**src/rtl/calc_pkg.sv**
```systemverilog
// Shared types and constants for the calculator stack slice.
// Holds the arbiter state encoding, default sizes and ASCII codes.
package calc_pkg;

  localparam int DW_DEF    = 8;
  localparam int DEPTH_DEF = 16;

  typedef enum logic [1:0] {
    IDLE,
    OWN,
    PUSH_WAIT,
    POP_WAIT
  } arb_state_e;

  typedef enum logic {
    CL_A = 1'b0,
    CL_B = 1'b1
  } client_e;

  localparam logic [7:0] CH_0     = 8'h30;
  localparam logic [7:0] CH_9     = 8'h39;
  localparam logic [7:0] CH_PLUS  = 8'h2B;
  localparam logic [7:0] CH_MINUS = 8'h2D;
  localparam logic [7:0] CH_MUL   = 8'h2A;
  localparam logic [7:0] CH_DIV   = 8'h2F;
  localparam logic [7:0] CH_EQ    = 8'h3D;
  localparam logic [7:0] CH_SPACE = 8'h20;

endpackage

```
**src/rtl/stack_arb.sv**
```systemverilog
// Two-client round-robin arbiter in front of a shared stack.
// Owner push/pop strobes are forwarded; full/empty are answered locally.
module stack_arb
  import calc_pkg::*;
#(
  parameter  int DW    = DW_DEF,
  parameter  int DEPTH = DEPTH_DEF,
  localparam int CW    = $clog2(DEPTH) + 1
) (
  input  logic          CLK,
  input  logic          RST,
  input  logic          A_REQ,
  input  logic          B_REQ,
  output logic          A_GNT,
  output logic          B_GNT,
  input  logic          A_PUSH_STB,
  input  logic [DW-1:0] A_PUSH_DAT,
  output logic          A_PUSH_ACK,
  input  logic          A_POP_STB,
  output logic [DW-1:0] A_POP_DAT,
  output logic          A_POP_ACK,
  input  logic          B_PUSH_STB,
  input  logic [DW-1:0] B_PUSH_DAT,
  output logic          B_PUSH_ACK,
  input  logic          B_POP_STB,
  output logic [DW-1:0] B_POP_DAT,
  output logic          B_POP_ACK,
  output logic          S_PUSH_STB,
  output logic [DW-1:0] S_PUSH_DAT,
  input  logic          S_PUSH_ACK,
  output logic          S_POP_STB,
  input  logic [DW-1:0] S_POP_DAT,
  input  logic          S_POP_ACK,
  output logic [CW-1:0] DEPTH_CNT,
  output logic          OVF,
  output logic          UNF
);

  localparam logic [CW-1:0] FULL = CW'(DEPTH);

  arb_state_e state_q, state_d;
  client_e    owner_q, owner_d;
  client_e    last_q, last_d;
  client_e    pick;

  logic [CW-1:0] cnt_q, cnt_d;
  logic          ovf_q, ovf_d;
  logic          unf_q, unf_d;
  logic          spush_q, spush_d;
  logic [DW-1:0] sdat_q, sdat_d;
  logic          spop_q, spop_d;

  logic [1:0]         push_ack_q, push_ack_d;
  logic [1:0]         pop_ack_q, pop_ack_d;
  logic [1:0][DW-1:0] pop_dat_q, pop_dat_d;

  logic          own_b;
  logic          own_req;
  logic          own_push;
  logic          own_pop;
  logic [DW-1:0] own_dat;
  logic          ack_busy;

  assign own_b    = (owner_q == CL_B);
  assign own_req  = own_b ? B_REQ : A_REQ;
  assign own_push = own_b ? B_PUSH_STB : A_PUSH_STB;
  assign own_pop  = own_b ? B_POP_STB : A_POP_STB;
  assign own_dat  = own_b ? B_PUSH_DAT : A_PUSH_DAT;

  // The requester still holds STB during its ACK cycle.
  assign ack_busy = |push_ack_q | |pop_ack_q;

  always_comb begin
    pick = CL_A;
    if (A_REQ && B_REQ) begin
      pick = (last_q == CL_B) ? CL_A : CL_B;
    end else if (B_REQ) begin
      pick = CL_B;
    end
  end

  always_comb begin
    state_d    = state_q;
    owner_d    = owner_q;
    last_d     = last_q;
    cnt_d      = cnt_q;
    ovf_d      = ovf_q;
    unf_d      = unf_q;
    spush_d    = spush_q;
    sdat_d     = sdat_q;
    spop_d     = spop_q;
    push_ack_d = 2'b00;
    pop_ack_d  = 2'b00;
    pop_dat_d  = pop_dat_q;
    unique case (state_q)
      IDLE: begin
        if (A_REQ || B_REQ) begin
          owner_d = pick;
          last_d  = pick;
          state_d = OWN;
        end
      end
      OWN: begin
        if (!own_req && !own_push && !own_pop) begin
          state_d = IDLE;
        end else if (!ack_busy && own_push) begin
          if (cnt_q < FULL) begin
            spush_d = 1'b1;
            sdat_d  = own_dat;
            state_d = PUSH_WAIT;
          end else begin
            push_ack_d[own_b] = 1'b1;
            ovf_d             = 1'b1;
          end
        end else if (!ack_busy && own_pop) begin
          if (cnt_q != '0) begin
            spop_d  = 1'b1;
            state_d = POP_WAIT;
          end else begin
            pop_dat_d[own_b] = '0;
            pop_ack_d[own_b] = 1'b1;
            unf_d            = 1'b1;
          end
        end
      end
      PUSH_WAIT: begin
        if (S_PUSH_ACK) begin
          spush_d           = 1'b0;
          cnt_d             = cnt_q + CW'(1);
          push_ack_d[own_b] = 1'b1;
          state_d           = OWN;
        end
      end
      POP_WAIT: begin
        if (S_POP_ACK) begin
          spop_d           = 1'b0;
          cnt_d            = cnt_q - CW'(1);
          pop_dat_d[own_b] = S_POP_DAT;
          pop_ack_d[own_b] = 1'b1;
          state_d          = OWN;
        end
      end
      default: state_d = IDLE;
    endcase
  end

  always_ff @(posedge CLK) begin
    if (RST) begin
      state_q    <= IDLE;
      owner_q    <= CL_A;
      last_q     <= CL_B;
      cnt_q      <= '0;
      ovf_q      <= 1'b0;
      unf_q      <= 1'b0;
      spush_q    <= 1'b0;
      sdat_q     <= '0;
      spop_q     <= 1'b0;
      push_ack_q <= 2'b00;
      pop_ack_q  <= 2'b00;
      pop_dat_q  <= '0;
    end else begin
      state_q    <= state_d;
      owner_q    <= owner_d;
      last_q     <= last_d;
      cnt_q      <= cnt_d;
      ovf_q      <= ovf_d;
      unf_q      <= unf_d;
      spush_q    <= spush_d;
      sdat_q     <= sdat_d;
      spop_q     <= spop_d;
      push_ack_q <= push_ack_d;
      pop_ack_q  <= pop_ack_d;
      pop_dat_q  <= pop_dat_d;
    end
  end

  assign A_GNT      = (state_q != IDLE) && (owner_q == CL_A);
  assign B_GNT      = (state_q != IDLE) && (owner_q == CL_B);
  assign A_PUSH_ACK = push_ack_q[0];
  assign B_PUSH_ACK = push_ack_q[1];
  assign A_POP_ACK  = pop_ack_q[0];
  assign B_POP_ACK  = pop_ack_q[1];
  assign A_POP_DAT  = pop_dat_q[0];
  assign B_POP_DAT  = pop_dat_q[1];
  assign S_PUSH_STB = spush_q;
  assign S_PUSH_DAT = sdat_q;
  assign S_POP_STB  = spop_q;
  assign DEPTH_CNT  = cnt_q;
  assign OVF        = ovf_q;
  assign UNF        = unf_q;

endmodule
```
**config.mk**
```make
export PLATFORM = sky130hd
export DESIGN_NAME = stack_arb
export DESIGN_NICKNAME = d
export VERILOG_FILES = /design/src/rtl/calc_pkg.sv /design/src/rtl/stack_arb.sv
export SDC_FILE = /design/constraint.sdc
export NUM_CORES = 1
export LEC_CHECK = 0
export ABC_CLOCK_PERIOD_IN_PS = 2000
export CORE_MARGIN = 2
export CORE_UTILIZATION = 41
export DETAILED_ROUTE_END_ITERATION = 12
export GPL_TIMING_DRIVEN = 0
export PLACE_DENSITY = 0.77
export SLEW_MARGIN = 20
export SYNTH_ARGS = -nofsm -noshare
export SYNTH_HDL_FRONTEND = slang
export SYNTH_SLANG_ARGS = --single-unit
```
**constraint.sdc**
```tcl
create_clock -name CLK -period 2 [get_ports CLK]
set_clock_uncertainty 0.05 [all_clocks]
set_input_delay 0.6 -clock CLK [delete_from_list [all_inputs] [get_ports CLK]]
set_output_delay 0.6 -clock CLK [all_outputs]
set_load 0.05 [all_outputs]
```
==> results.ini <==
[critical_path]
rr_startpoint=state_q[1]
crit_required_ps=2170
reg2reg_to=state_q[0]
crit_start=state_q[1]
reg2reg_depth=7
critPathMaxFanout=9
crit_type=flop to flop
worstSetupStartpointType=flop
rrSetupSlack_ps=20
worstSetupEndpoint=state_q[0]
end_kind=flop
cp_data_arrival_time_ps=2150

[grt]
grt_usage_pct=20.7
grt_pass1_wl_um=8930
gr-total-overflow=0
grt_max_degree=13
grt_pass1_vias=1894
antenna_found_initial=0

[timing]
maxSlewHeadroom_pct=63.6
finalSetupViolations=0
tightest_slew_ps=541
rsz0062_at_grt=yes
slew_violations=0
hold_violations=0
fin_crit_sh_pct=99.0
layout_min_cycle_time_ps=1980
fmax_mhz=505

[die]
die_h_um=75.5
coreArea_um2=5010
rows=26
start_util_pct=41.9
die_area_um2=5700
io_pins=73
fp.dieW_um=75.5

[placed_design]
portBuffers=71
gp_congestion=0.926
hpwl_um=3970

[route]
drc=0
routedWlPerCell_um=14.6
via_per_inst=5.23
drt-pass1-iter-count=4
vias=2004
final_antenna_net_count=0
drt_iter0_drc=145
finalWirelength_um=5590

[logic_synthesis]
yosysUniqueCellTypes=49
synth_ff_type=dfxtp_1
ys_ff_latch=41
synthesis.nets=270
ys_warn_count=0
syn_area_um2=2100
ys_async_sr_fraction_pct=0
avgSynthCellArea_um2=9.20
synthCells=228
synth_seq_area_share_pct=39.1
synth_edf_count=0

[clocking]
tritoncts=yes
clk_latency_ps=300
htree_levels=2
clock_sinks=41
clk_pin_slew_ps=80
holdBufCountCts=0
ctsRootBufferMaster=clkbuf_8
numCtsBuffers=5
cts_buffer_depth=2

[finish]
mostFrequentLayoutCell=dlygate4sd2_1
nNetsFinal=354
final_util_pct=62.5
drive_gt1_share_pct=19.8
synthToLayoutAreaGrowth_pct=49.2
fillers=452
final_cell_mix=dlygate4sd2_1 (41), dfxtp_1 (34), clkdlybuf4s50_1 (26), inv_1 (21), nor2_1 (19)
n_antenna_cell=0

[power_and_ir_drop]
power_w=0.00342
powerDensity_nw_per_um2=1090
vdd_drop_max_mv=0.552
power.leakage_nw=1.31

[flow_run]
timing.max_cap.violations=0

[outcome]
status=finished, final reports clean

[min_path]
hold_class=flop to flop

## cell type report
type / instances / area, um2 / share of cell area, %
multi-input combinational: 152 / 1210 / 38.8
sequential: 41 / 830 / 26.5
timing repair buffer: 78 / 722 / 23.1
buffer: 11 / 103 / 3.28
inverter: 23 / 90.1 / 2.88
tap: 70 / 87.6 / 2.80
clock buffer: 6 / 72.6 / 2.32
clock inverter: 2 / 10.0 / 0.320
## report_power, final
| group | switching [W] | leakage (nW) | internal [W] |
|---|---|---|---|
| Sequential | 0.000118 | 0.336 | 0.000953 |
| Clock | 0.000285 | 0.0450 | 0.000242 |
| Combinational | 0.00110 | 0.929 | 0.000722 |
| Total | 0.00151 | 1.31 | 0.00192 |
## logic make-up after synthesis
kind of cell    after synthesis  synth area share (%)
simple gates                 69                  18.4
fa+ha+maj                     8                  5.13
mux                          14                  6.80
xor+xnor                      3                  1.25
buf+inv                      35                  7.88
compound gates               58                  21.4
flops                        41                  39.1
## through the flow
step	setup TNS [ps]	cell area, um2	setup WS (ps)	hold slack [ps]	instances
floorplan	0	2110	32.4	410	228
global placement	-15950	2910	-684	385	369
detailed placement	-16630	2910	-744	388	369
CTS	0	3050	2.73	396	379
global route	-111	3130	-32.4	444	383
finish	0	3130	19.1	396	383
## Yosys cell counts, types with 2 or more instances
cell | count | share of area (%)
xnor2_1 | 2 | 0.84
inv_1 | 23 | 4.1
o22ai_1 | 2 | 0.60
a211oi_1 | 11 | 3.9
a21oi_1 | 9 | 2.1
nand3_1 | 2 | 0.48
a221oi_1 | 2 | 0.84
clkbuf_1 | 4 | 0.72
nand2_1 | 15 | 2.7
nor2b_1 | 6 | 1.8
nor2_1 | 21 | 3.8
buf_4 | 2 | 0.72
mux2i_1 | 12 | 5.7
nor4_1 | 2 | 0.60
buf_2 | 3 | 0.72
buf_6 | 3 | 1.6
o32ai_1 | 16 | 6.7
nand2b_1 | 5 | 1.5
nor3b_1 | 2 | 0.72
nor3_1 | 4 | 0.95
o211ai_1 | 5 | 1.8
ha_1 | 7 | 4.2
a21o_1 | 2 | 0.72
nor4_4 | 2 | 2.0
mux2_2 | 2 | 1.1
dfxtp_1 | 41 | 39
## metal layers
metal / up-vias / track usage, % / share of wire [%]
met4: 0 / 7.21 / 2.0
li1: 1005 / - / -
met1: 940 / 26.5 / 44
met2: 51 / 34.7 / 49
met5: - / 0 / 0
met3: 8 / 4.37 / 4.6
## state kept, by name, summed over array words and instances, names as in the netlist
| name | cells |
|---|---|
| A_POP_DAT | 8 |
| B_POP_DAT | 8 |
| state_q | 2 |
| pop_ack_q | 2 |
| last_q | 1 |
| DEPTH_CNT | 5 |
| S_POP_STB | 1 |
| OVF | 1 |
| push_ack_q | 2 |
| S_PUSH_DAT | 8 |
| own_b | 1 |
| S_PUSH_STB | 1 |
| UNF | 1 |
## worst max-delay path, stage by stage (launching register included)
cell and delay [ps]:
dfxtp_1 360, inv_2 80, ha_1 150, buf_6 140, clkinvlp_4 130, a211oi_2 260
or4b_2 610, o211ai_1 110
## repair_timing
| item | in CTS | in global routing |
|---|---|---|
| setup buffers | 2 | 5 |
| pin swaps | 3 | 3 |
| gates resized for setup | 80 | 13 |
| endpoints found under the setup margin | 63 | 28 |
## how the worst min path moves through the flow
stage	end	cells past startpoint	start
6_report	OVF	2	OVF
4_1_cts	OVF	2	OVF
2_1_floorplan	last_q	1	last_q
3_5_place_dp	OVF	2	OVF
3_3_place_gp	OVF	2	OVF
5_1_grt	OVF	2	OVF
Note: power is estimated with default switching activity, not from simulation.
